<file path="config.mk">
export PLATFORM = sky130hd
export DESIGN_NAME = gpio_pattern_gen
export DESIGN_NICKNAME = d
export VERILOG_FILES = /design/src/rtl/gpio_pattern_gen.sv
export SDC_FILE = /design/constraint.sdc
export NUM_CORES = 1
export LEC_CHECK = 0
export CORE_MARGIN = 3
export CORE_UTILIZATION = 53
export CTS_BUF_LIST = sky130_fd_sc_hd__clkbuf_8
export CTS_CLUSTER_SIZE = 14
export DETAILED_ROUTE_END_ITERATION = 7
export PLACE_DENSITY = 0.9
export SLEW_MARGIN = 20
export SYNTH_ARGS = -nofsm -noshare
export SYNTH_HDL_FRONTEND = slang
export SYNTH_SLANG_ARGS = --single-unit
export TNS_END_PERCENT = 10
</file>
<file path="constraint.sdc">
create_clock -name clk -period 2.95 [get_ports clk]
set_input_delay 0.295 -clock clk [delete_from_list [all_inputs] [get_ports clk]]
set_output_delay 0.295 -clock clk [all_outputs]
set_load 0.005 [all_outputs]
</file>
<file path="src/rtl/gpio_pattern_gen.sv">
// ---------------------------------------------------------------------------
// gpio_pattern_gen
//
// Purpose:
//   Drives a WIDTH-bit pattern onto the board GPIO banks. A programmable
//   prescaler paces the pattern steps. Each step rotates left, rotates right,
//   bounces between the two ends (ping-pong), or holds the pattern. A new
//   pattern can be loaded at run time. step_strobe and wrap let the
//   monitoring logic follow the pattern.
//
// Ports:
//   clk           in   1      system clock (125 MHz PCIe domain)
//   rstn          in   1      async active-low reset
//   enable        in   1      1 = prescaler runs; 0 = prescaler and pending tick cleared
//   div           in   DIV_W  step period minus 1, in clk cycles
//   mode          in   2      00 rot-left, 01 rot-right, 10 ping-pong, 11 hold
//   load          in   1      1-cycle request: pattern <= load_pattern
//   load_pattern  in   WIDTH  value taken on load
//   pattern_out   out  WIDTH  current pattern (registered)
//   step_strobe   out  1      pulses in the first cycle a stepped pattern is visible
//   wrap          out  1      pulses with step_strobe at the end of a full cycle
//
// Ping-pong direction register:
//   state     | meaning
//   DIR_LEFT  | moving toward the msb; turns around when pos reaches WIDTH-1
//   DIR_RIGHT | moving toward bit 0; turns around (and wraps) when pos reaches 0
// ---------------------------------------------------------------------------
module gpio_pattern_gen #(
    parameter int               WIDTH = 32,
    parameter int               DIV_W = 24,
    parameter logic [WIDTH-1:0] INIT  = {{(WIDTH-1){1'b1}}, 1'b0}
) (
    input  logic             clk,
    input  logic             rstn,
    input  logic             enable,
    input  logic [DIV_W-1:0] div,
    input  logic [1:0]       mode,
    input  logic             load,
    input  logic [WIDTH-1:0] load_pattern,
    output logic [WIDTH-1:0] pattern_out,
    output logic             step_strobe,
    output logic             wrap
);

    localparam int POS_W = (WIDTH > 2) ? $clog2(WIDTH) : 1;

    localparam logic [1:0] MODE_ROT_L  = 2'b00;
    localparam logic [1:0] MODE_ROT_R  = 2'b01;
    localparam logic [1:0] MODE_BOUNCE = 2'b10;
    localparam logic [1:0] MODE_HOLD   = 2'b11;

    localparam logic DIR_LEFT  = 1'b0;
    localparam logic DIR_RIGHT = 1'b1;

    localparam logic [POS_W-1:0] POS_FIRST = '0;
    localparam logic [POS_W-1:0] POS_LAST  = POS_W'(WIDTH - 1);

    logic [DIV_W-1:0] cnt;
    logic             tick_q;
    logic [POS_W-1:0] pos;
    logic             dir;

    logic [WIDTH-1:0] rot_l;
    logic [WIDTH-1:0] rot_r;
    logic [POS_W-1:0] pos_inc;
    logic [POS_W-1:0] pos_dec;

    logic [WIDTH-1:0] nxt_pattern;
    logic [POS_W-1:0] nxt_pos;
    logic             nxt_dir;
    logic             nxt_wrap;

    // ------------------------------------------------------------------
    // Prescaler. The >= compare lets a shrinking div terminate the
    // current count on the next cycle instead of running through the
    // whole counter range. A load restarts the step period from zero.
    // ------------------------------------------------------------------
    always_ff @(posedge clk or negedge rstn) begin
        if (!rstn) begin
            cnt    <= '0;
            tick_q <= 1'b0;
        end else if (load || !enable) begin
            cnt    <= '0;
            tick_q <= 1'b0;
        end else if (cnt >= div) begin
            cnt    <= '0;
            tick_q <= 1'b1;
        end else begin
            cnt    <= cnt + DIV_W'(1);
            tick_q <= 1'b0;
        end
    end

    // ------------------------------------------------------------------
    // Step arithmetic. pos tracks how far the pattern has been rotated
    // since the last load/reset, modulo WIDTH (WIDTH need not be a power
    // of two, so the wrap points are explicit).
    // ------------------------------------------------------------------
    always_comb begin
        rot_l   = {pattern_out[WIDTH-2:0], pattern_out[WIDTH-1]};
        rot_r   = {pattern_out[0], pattern_out[WIDTH-1:1]};
        pos_inc = (pos == POS_LAST)  ? POS_FIRST : pos + POS_W'(1);
        pos_dec = (pos == POS_FIRST) ? POS_LAST  : pos - POS_W'(1);
    end

    always_comb begin
        nxt_pattern = pattern_out;
        nxt_pos     = pos;
        nxt_dir     = dir;
        nxt_wrap    = 1'b0;
        case (mode)
            MODE_ROT_L: begin
                nxt_pattern = rot_l;
                nxt_pos     = pos_inc;
                nxt_wrap    = (pos_inc == POS_FIRST);
            end
            MODE_ROT_R: begin
                nxt_pattern = rot_r;
                nxt_pos     = pos_dec;
                nxt_wrap    = (pos_dec == POS_FIRST);
            end
            MODE_BOUNCE: begin
                if (dir == DIR_LEFT) begin
                    nxt_pattern = rot_l;
                    nxt_pos     = pos_inc;
                    if (pos_inc == POS_LAST) begin
                        nxt_dir = DIR_RIGHT;
                    end
                end else begin
                    nxt_pattern = rot_r;
                    nxt_pos     = pos_dec;
                    // One full bounce period ends on the return to bit 0.
                    if (pos_dec == POS_FIRST) begin
                        nxt_dir  = DIR_LEFT;
                        nxt_wrap = 1'b1;
                    end
                end
            end
            MODE_HOLD: begin
                nxt_pattern = pattern_out;
            end
            default: begin
                nxt_pattern = pattern_out;
            end
        endcase
    end

    // ------------------------------------------------------------------
    // Pattern register. A load takes priority and swallows any step that
    // falls on the same edge, so the loaded value is always seen for a
    // full period before the first step.
    // ------------------------------------------------------------------
    always_ff @(posedge clk or negedge rstn) begin
        if (!rstn) begin
            pattern_out <= INIT;
            pos         <= POS_FIRST;
            dir         <= DIR_LEFT;
            step_strobe <= 1'b0;
            wrap        <= 1'b0;
        end else if (load) begin
            pattern_out <= load_pattern;
            pos         <= POS_FIRST;
            dir         <= DIR_LEFT;
            step_strobe <= 1'b0;
            wrap        <= 1'b0;
        end else if (tick_q) begin
            pattern_out <= nxt_pattern;
            pos         <= nxt_pos;
            dir         <= nxt_dir;
            step_strobe <= 1'b1;
            wrap        <= nxt_wrap;
        end else begin
            step_strobe <= 1'b0;
            wrap        <= 1'b0;
        end
    end

endmodule

</file>
==> results of run 1 <==
==> worst max path at each step <==
stage / cells past startpoint / start / slack [ns] / end
final: 9 / div[21] / 0.61 / cnt[15]
after global routing: 9 / div[21] / 0.43 / cnt[15]
after CTS: 7 / mode[0] / 0.40 / pattern_out[16]
after detailed placement: 7 / mode[0] / 0.08 / pattern_out[16]
after global placement: 6 / mode[0] / 0.24 / pattern_out[11]
after floorplan: 5 / pos[0] / 0.87 / wrap
==> where the power goes <==
part	internal (W)	switching (W)
logic	0.000256	0.000193
clock network	0.000513	0.000333
registers	0.000994	0.0000715
total	0.00176	0.000597
==> area by class of cell <==
| cell class | count | share of cell area |
|---|---|---|
| inverter | 35 | 0.0238 |
| tap | 102 | 0.0231 |
| multi-input combinational | 338 | 0.432 |
| clock inverter | 4 | 0.0124 |
| timing repair buffer | 102 | 0.180 |
| clock buffer | 11 | 0.0274 |
| sequential | 65 | 0.301 |
==> cells in the final DEF, fill, tap and decap left out, types with 4 or more instances in the layout <==
cell and instances:
nor3_1 30, inv_1 34, clkbuf_8 11, nand4_1 11, o21ai_1 7, nand2b_1 4, xnor2_1 12, nor2b_1 34
ha_1 36, nor2_1 11, o31ai_1 32, dfrtp_1 34, xor2_1 13, nand2_1 49, buf_4 8, o21ai_0 6
dfstp_2 31, clkdlybuf4s50_1 93, a21oi_1 15, nand3_1 8, a221oi_1 32, and3_1 5, and4_1 4
==> through the flow <==
stage          cells  setup WS, ns
2_1_floorplan    466         0.870
3_3_place_gp     642         0.236
3_5_place_dp     642        0.0818
4_1_cts          657         0.402
5_1_grt          657         0.430
6_report         657         0.613
==> state kept, by name, indices dropped and copies added, names as in the netlist <==
| signal | flops |
|---|---|
| wrap | 1 |
| tick_q | 1 |
| pattern_out | 32 |
| pos | 5 |
| dir | 1 |
| step_strobe | 1 |
| cnt | 24 |
==> metal layers <==
| metal | GRT usage | vias to the layer above | share of wire |
|---|---|---|---|
| met2 | 0.398 | 168 | 0.50 |
| met1 | 0.321 | 1898 | 0.42 |
| met5 | 0 | - | 0 |
| li1 | - | 1856 | - |
| met3 | 0.0367 | 20 | 0.055 |
| met4 | 0.0972 | 0 | 0.018 |
==> cell families (layout without fill, tap and decap cells) <==
kind of cell    after synthesis  after routing  synth area share
flops                        65             65             0.388
compound gates              108            108             0.189
xor+xnor                     25             25            0.0510
fa+ha+maj                    36             36             0.105
buf+inv                      63            152            0.0589
simple gates                169            169             0.208
==> run summary, run 1 <==
In this run the post-CTS setup repair buffer count came out at 0. The maximum cell stage delay along the critical path came out at between 0.4 and 0.5 ns. Dividing the detail-routed via count by the number of cells gives around 6.

The register area share after synthesis came out at 0.388. Registers take roughly 1700 um2. The worst setup path is launched from a primary input. Traced cell by cell, the critical path runs through clkdlybuf4s50_1 -> inv_1 -> ha_1 -> nand4_1 -> nor2_1 -> a311oi_1 -> nand3_1 -> buf_4 -> nor3_1. The detailed-routing iteration count for the pre-antenna-repair pass came out at 5.

The fraction of layout cells with a size suffix above 1 came out at 0.119. Summing all placed instances gives a cell area of between 5000 and 6000 um2. Clock tree synthesis selected as its root buffer the cell clkbuf_8. The minimum hold slack is -0.0155 ns. After synthesis the cells add up to ~4300 um2. At the pin with the least slew margin, the transition time is approximately 0.66 ns. The number of hold violations in the final report is 27. The worst reg-to-reg path cell count came out at 7.

The number of warnings reported in the yosys synthesis log is 0. Setup repair after global routing left no endpoint under its margin. In the synthesized netlist the dominant register cell turns out to be dfrtp_1.

The setup clock skew after layout came out at about 0.011 ns. The number of nets with antenna violations after routing is 0. For this block, the initial DRC count from the detailed router was between 300 and 400.

The layout filler cell count is 570. In this run, distinct cell masters in the synthesized netlist total 46. The number of levels the H-tree was split into came out at 3. The achievable frequency came out at between 400 and 500 MHz. The endpoint arrival time on the critical path came out at around 2.6 ns.

The async set or reset register ratio after synthesis is 1.00. The synthesized design contains 0 enable-type register cells. The total area of multi-input combinational cells is roughly 2400 um2.

By startpoint and endpoint, the worst setup path is classified as primary input to register. The detailed-route via count is between 3000 and 4000. The total length of routed wires came out at approximately 11000 um. The count of input and output buffers came out at 95. After detailed routing, the number of remaining DRC violations is 0. The number of global-route vias before repair is between 3000 and 4000. The clock sink count is 65. Counting every net in the synthesized netlist gives between 500 and 600.

Of the post-synthesis cell area, the dominant cell type holds 0.198. By count the netlist is led by 49 x nand2_1, 36 x ha_1, 34 x dfrtp_1, 34 x nor2b_1, 33 x inv_1. The worst ir drop on vdd came out at about 0.22 mV. For this run the aggregate overflow at the end of global routing stands at 0. The antenna diode count came out at 0. The run finished, with violations left. In this run the core area contains 32 standard-cell rows. The final-report max-slew violation count is 0. The post-layout net count came out at between 600 and 700. The worst-case register-to-register setup slack is between 0.6 and 0.7 ns. The register bit total from synthesis is 65. Pin placement for this block handled 96 I/O pins. The die area is between 9000 and 10000 um2.

The tool flagged a number of max-cap violations equal to 0. In this run the horizontal extent of the chip is 96.0 um. The post-CTS resize count came out at 0. Yosys instantiated no cell more often than nand2_1. After layout, the design draws a total of between 0.002 and 0.0025 W. The half-perimeter wire length after placement is 7790 um. The CTS tree is done.

The final critical delay including setup and external delays came out at approximately 2.3 ns. Along the worst path, the maximum fanout reaches 17. At the end of routability-driven placement, the weighted congestion stood at 0.904. The number of buffers created by CTS is 9.

The data required time of the worst path is ~3.2 ns. The worst flop-to-flop path startpoint is cnt[21]. The summed negative setup slack over all endpoints came out at 0 ns. The biggest area contributor in the post-synthesis netlist is dfrtp_1. After detailed routing, the average wire length per cell comes to around 17 um. Setup violations remaining at the end of the flow were counted as 0. In the synthesized netlist, the number of instances is between 400 and 500.

Relative to the synthesized area, the layout overhead comes to 28.8%. The path class of the lowest-slack min-delay path is primary input to async pin. The maximum buffer depth of the clock tree came out at 2. Clock-pin slew was measured on the worst setup and hold paths at 0.07 ns.

The highest-delay cell along the critical path is clkdlybuf4s50_1. The floorplan step set the die height to 96.0 um. Among cell families on the critical path, the largest total delay comes from buffers and inverters. The total power per unit cell area is 427 nW/um2.

The initial utilization of the core area, before any placement, comes to 0.550. The final cell area excluding filler cells is between 5000 and 6000 um2. The pin count of the biggest net entering global routing is 65. By area the synthesized netlist is led by dfrtp_1 20%, dfstp_2 19%, ha_1 10%. The fraction of the cycle the final worst path needs is 0.792. The core outline area came out at 7810 um2. At the later pin of the worst-skew pair, clock insertion delay measures about 0.34 ns. The count of hold-fix buffers inserted at cts is 0.

STA classifies the critical path endpoint as a register. The first-pass GRT wire length came out at roughly 18000 um. The final reports fail on hold timing. Together, buffers and inverters on the worst path number 3.

The average instance in the mapped netlist occupies slightly above 9 um2. The core utilization of the finished layout is 0.708. The worst slew margin relative to its limit is 0.560. In this run the critical register-to-register path is captured at cnt[15]. The overall routing resource usage came out at 0.243.

The number of antenna violations at the first check in global routing was 0. For this design the static power due to leakage is 2.31 nW.
(Power assumes the default switching activity.)
==> run 2, diff against run 1 <==
Settings changed: CORE_UTILIZATION 53 to 48, PLACE_DENSITY 0.9 to 0.87.
Clock period 2.95 ns to 1.95 ns, I/O delays scaled along.
==> run 2 against run 1 <==
Net effect:
- the flow finishes with violations (setup timing)
- worst setup slack worse by 0.65 ns
- worst hold slack improved by 0.20 ns
- clock power rose by 22%
- wire length increased by 8.3%
- cell area grew 8.1%
- largest cell class unchanged
- highest routed layer unchanged
- non-clock buffer count is 37 higher
- cell count increased by 6.2%
- sequential share of layout area decreased by 2.2 points
- utilization fell by 0.20 points
- largest power group unchanged
- via count rose by 2.3%
- die area is 9.8% higher
==> run summary, run 2 (synthesized netlist as in run 1, its figures left out) <==
The run finished, with violations left. The final reports fail on setup timing. The number of violations of the max-capacitance limit came out at 0 (unchanged). The minimum hold slack came to 0.182 ns (+0.197 ns). The detailed-routing iteration count for the pre-antenna-repair pass came out at 4 (-1). The library cells used most frequently in the layout, excluding fill and tap cells, are 93 x clkdlybuf4s50_1, 49 x nand2_1, 34 x nor2b_1, 34 x buf_4, 33 x inv_1. The leakage component of the power came out at 2.52 nW (+8.8%). The measured slew at the worst slew-check pin came to 0.491 ns (-0.168 ns). The overall routing resource usage came out at 0.229 (-0.0142).

The clock sink count was 65 (unchanged). The insertion delay to the later sink of the worst-skew pair came out at 0.34 ns (about the same). The pin count of the biggest net entering global routing is 64 (-1.5%). The total chip power is 0.00338 W (+43%). The wire length per cell is 17.0 um (+1.9%). STA classifies the critical path endpoint as a register.

The total congestion overflow after global routing came out at 0 (unchanged). The number of placement rows is 33 (+3.1%). The endpoint arrival time on the critical path is 2.25 ns (-0.34 ns).

The area overhead of the layout relative to synthesis came out at 39.2%. The maximum fanout encountered on the critical timing path came out at 12 (-5). The initial standard-cell utilization of the core is 0.507 (-0.0427). The worst ir drop on vdd came out at 0.343 mV (+58%).

The logic gate share of total power came to 0.220 (+0.030). The sequential cell area is 1670 um2 (+0.15%). The clock share of power is 0.304 (-0.054). The number of antenna violations at the first check in global routing came to 0 (unchanged). The number of DRC markers after the initial detailed-route iteration came to 236 (-27%). The setup clock skew after layout came out at 0.00548 ns (-0.00556 ns). Subtracting the final worst setup slack from the clock period gives about 2.0 ns. The count of input and output buffers was 95 (unchanged). The number of levels the H-tree was split into is 3 (unchanged).

The detailed-route vias per instance came out at 5.78 (-3.7%). The total I/O pin count is 96 (unchanged). The count of endpoints failing setup in the final report is 12 (+12). Leaving out fill and tap cells, the most frequent cell in the layout is clkdlybuf4s50_1. The worst setup path is launched from a register.

The clock-pin slew on the worst setup and hold paths was 0.07 ns (about the same). The tightest min-delay check is of the primary input to register type. The final cell area excluding filler cells was 5980 um2 (+8.1%). The residual DRC count came out at 0 (unchanged). The total instance count after detailed placement is 676 (+5.3%). The first-pass GRT wire length came out at 18600 um (+4.7%). The die height was 101 um (+4.8%). The number of nets with antenna violations after routing came to 0 (unchanged). The number of buffers created by CTS came to 9 (unchanged).

The post-layout net count is 686 (+5.7%). The maximum buffer depth of the clock tree is 2 (unchanged). The largest registers in the layout are pattern_out x32, cnt x24, pos x5.

The root buffer cell chosen for the clock tree is clkbuf_8. The critical path class is register to register. The core outline area came out at 8460 um2 (+8.4%). TritonCTS built the clock tree. The total length of routed wires is 11900 um (+8.3%). The antenna diode count is 0 (unchanged). The die area came to 10100 um2 (+9.8%). The number of hold violations in the final report is 0 (-100%).

The fraction of layout cells with a size suffix above 1 is 0.202 (+0.0834). The fraction of the cycle the final worst path needs is 1.02. The data required time of the worst path is 2.21 ns (-0.99 ns). The switching power is 0.000958 W (+61%). The final estimated routing congestion in global placement is 0.885 (-2.1%). The worst slew margin relative to its limit is 0.673 (+0.112). More flip-flops sit in one register than any other, and that register is pattern_out. The half-perimeter wire length after placement is 8310 um (+6.6%).

The die width came out at 101 um (+4.8%). The total area of multi-input combinational cells is 2480 um2 (+4.0%). The layout filler cell count was 592 (+3.9%). The total power per unit cell area is 566 nW/um2 (+33%). The switching fraction of total power is 0.283 (+0.0303). The worst slack after detailed placement is -0.300 ns (-0.382 ns). The post-placement cell area came to 5640 um2 (+6.4%).

The sequential fraction of design power is 0.476 (+0.025). The final-report max-slew violation count is 0 (unchanged). Setup repair after global routing could not meet its margin everywhere.

The number of global-route vias before repair is 3797 (-0.29%). The internal power consumption came out at 0.00243 W (+37%). The flip-flop count of the largest register after layout is 32 (unchanged). The worst setup margin is -0.0405 ns (-0.653 ns). The non-filler instance count after layout is 698 (+6.2%). The achievable frequency came out at roughly 500 MHz.

The detailed-route via count is 4031 (+2.3%).
-- run 2: cell count changes in the layout (fill, tap and decap cells not counted), moves of 2 or more --
cell and delta:
bufinv_16 -2, clkinvlp_4 +2, dfrtp_1 -2, ha_4 +3
clkinv_2 +2, nor3_2 +7, buf_4 +26, ha_1 -4
nor3_1 -7, dfrtp_2 +2, buf_12 +8
-- run 2: worst max-delay path, stage by stage (launching register included) --
cell       delay, ns
dfrtp_1         0.42
ha_1            0.29
nand4_1         0.17
nor2_1          0.09
a311oi_2        0.33
nand3_2         0.19
clkbuf_16       0.22
nor3_1          0.20
-- run 2: per-stage QoR --
stage	util	setup TNS, ns
global route	0.706	-2.47
global placement	0.667	-5.92
floorplan	-	0
finish	0.706	-0.263
CTS	0.691	-0.00904
detailed placement	0.667	-8.40
-- run 2: power by group through the flow --
stage / clock, W / combinational, W / sequential, W
floorplan: 0 / 0.000281 / 0.00161
global placement: 0 / 0.000711 / 0.00163
detailed placement: 0 / 0.000733 / 0.00163
CTS: 0.00105 / 0.000745 / 0.00161
global route: 0.00110 / 0.000813 / 0.00163
finish: 0.00103 / 0.000743 / 0.00161
-- run 2: routing by layer --
metal | vias up | share of wire | GRT usage
met5 | - | 0 | 0
met4 | 0 | 0.024 | 0.0933
met3 | 24 | 0.049 | 0.0374
met2 | 137 | 0.50 | 0.363
met1 | 1932 | 0.43 | 0.311
li1 | 1938 | - | -
-- run 2: final cells by class --
type,count,share of cell area
inverters,35,0.0220
clock inverters,6,0.00565
repair buffers,139,0.233
clock buffers,10,0.0230
well taps,105,0.0220
flip-flops and latches,65,0.279
multi-input cells,338,0.416
-- run 2: worst paths after layout --
kind	from	to	slack, ns	cells past startpoint
max	cnt[22]	cnt[5]	-0.04	7
min	load	dir	0.18	2
max reg2reg	cnt[22]	cnt[5]	-0.04	7
min reg2reg	pattern_out[31]	pattern_out[31]	0.49	2
max in group asynchronous	rstn	pattern_out[28]	0.92	3
min in group asynchronous	rstn	cnt[4]	0.35	2
-- run 2: repair_timing --
| item | 4_1_cts | 5_1_grt |
|---|---|---|
| hold buffers | 1 | 0 |
| endpoints found under the setup margin | 23 | 26 |
| gates resized for setup | 5 | 14 |
| cloned | 0 | 1 |
| buffers inserted | 0 | 4 |
| endpoints found under the hold margin | 17 | 0 |
| pin swaps | 0 | 6 |
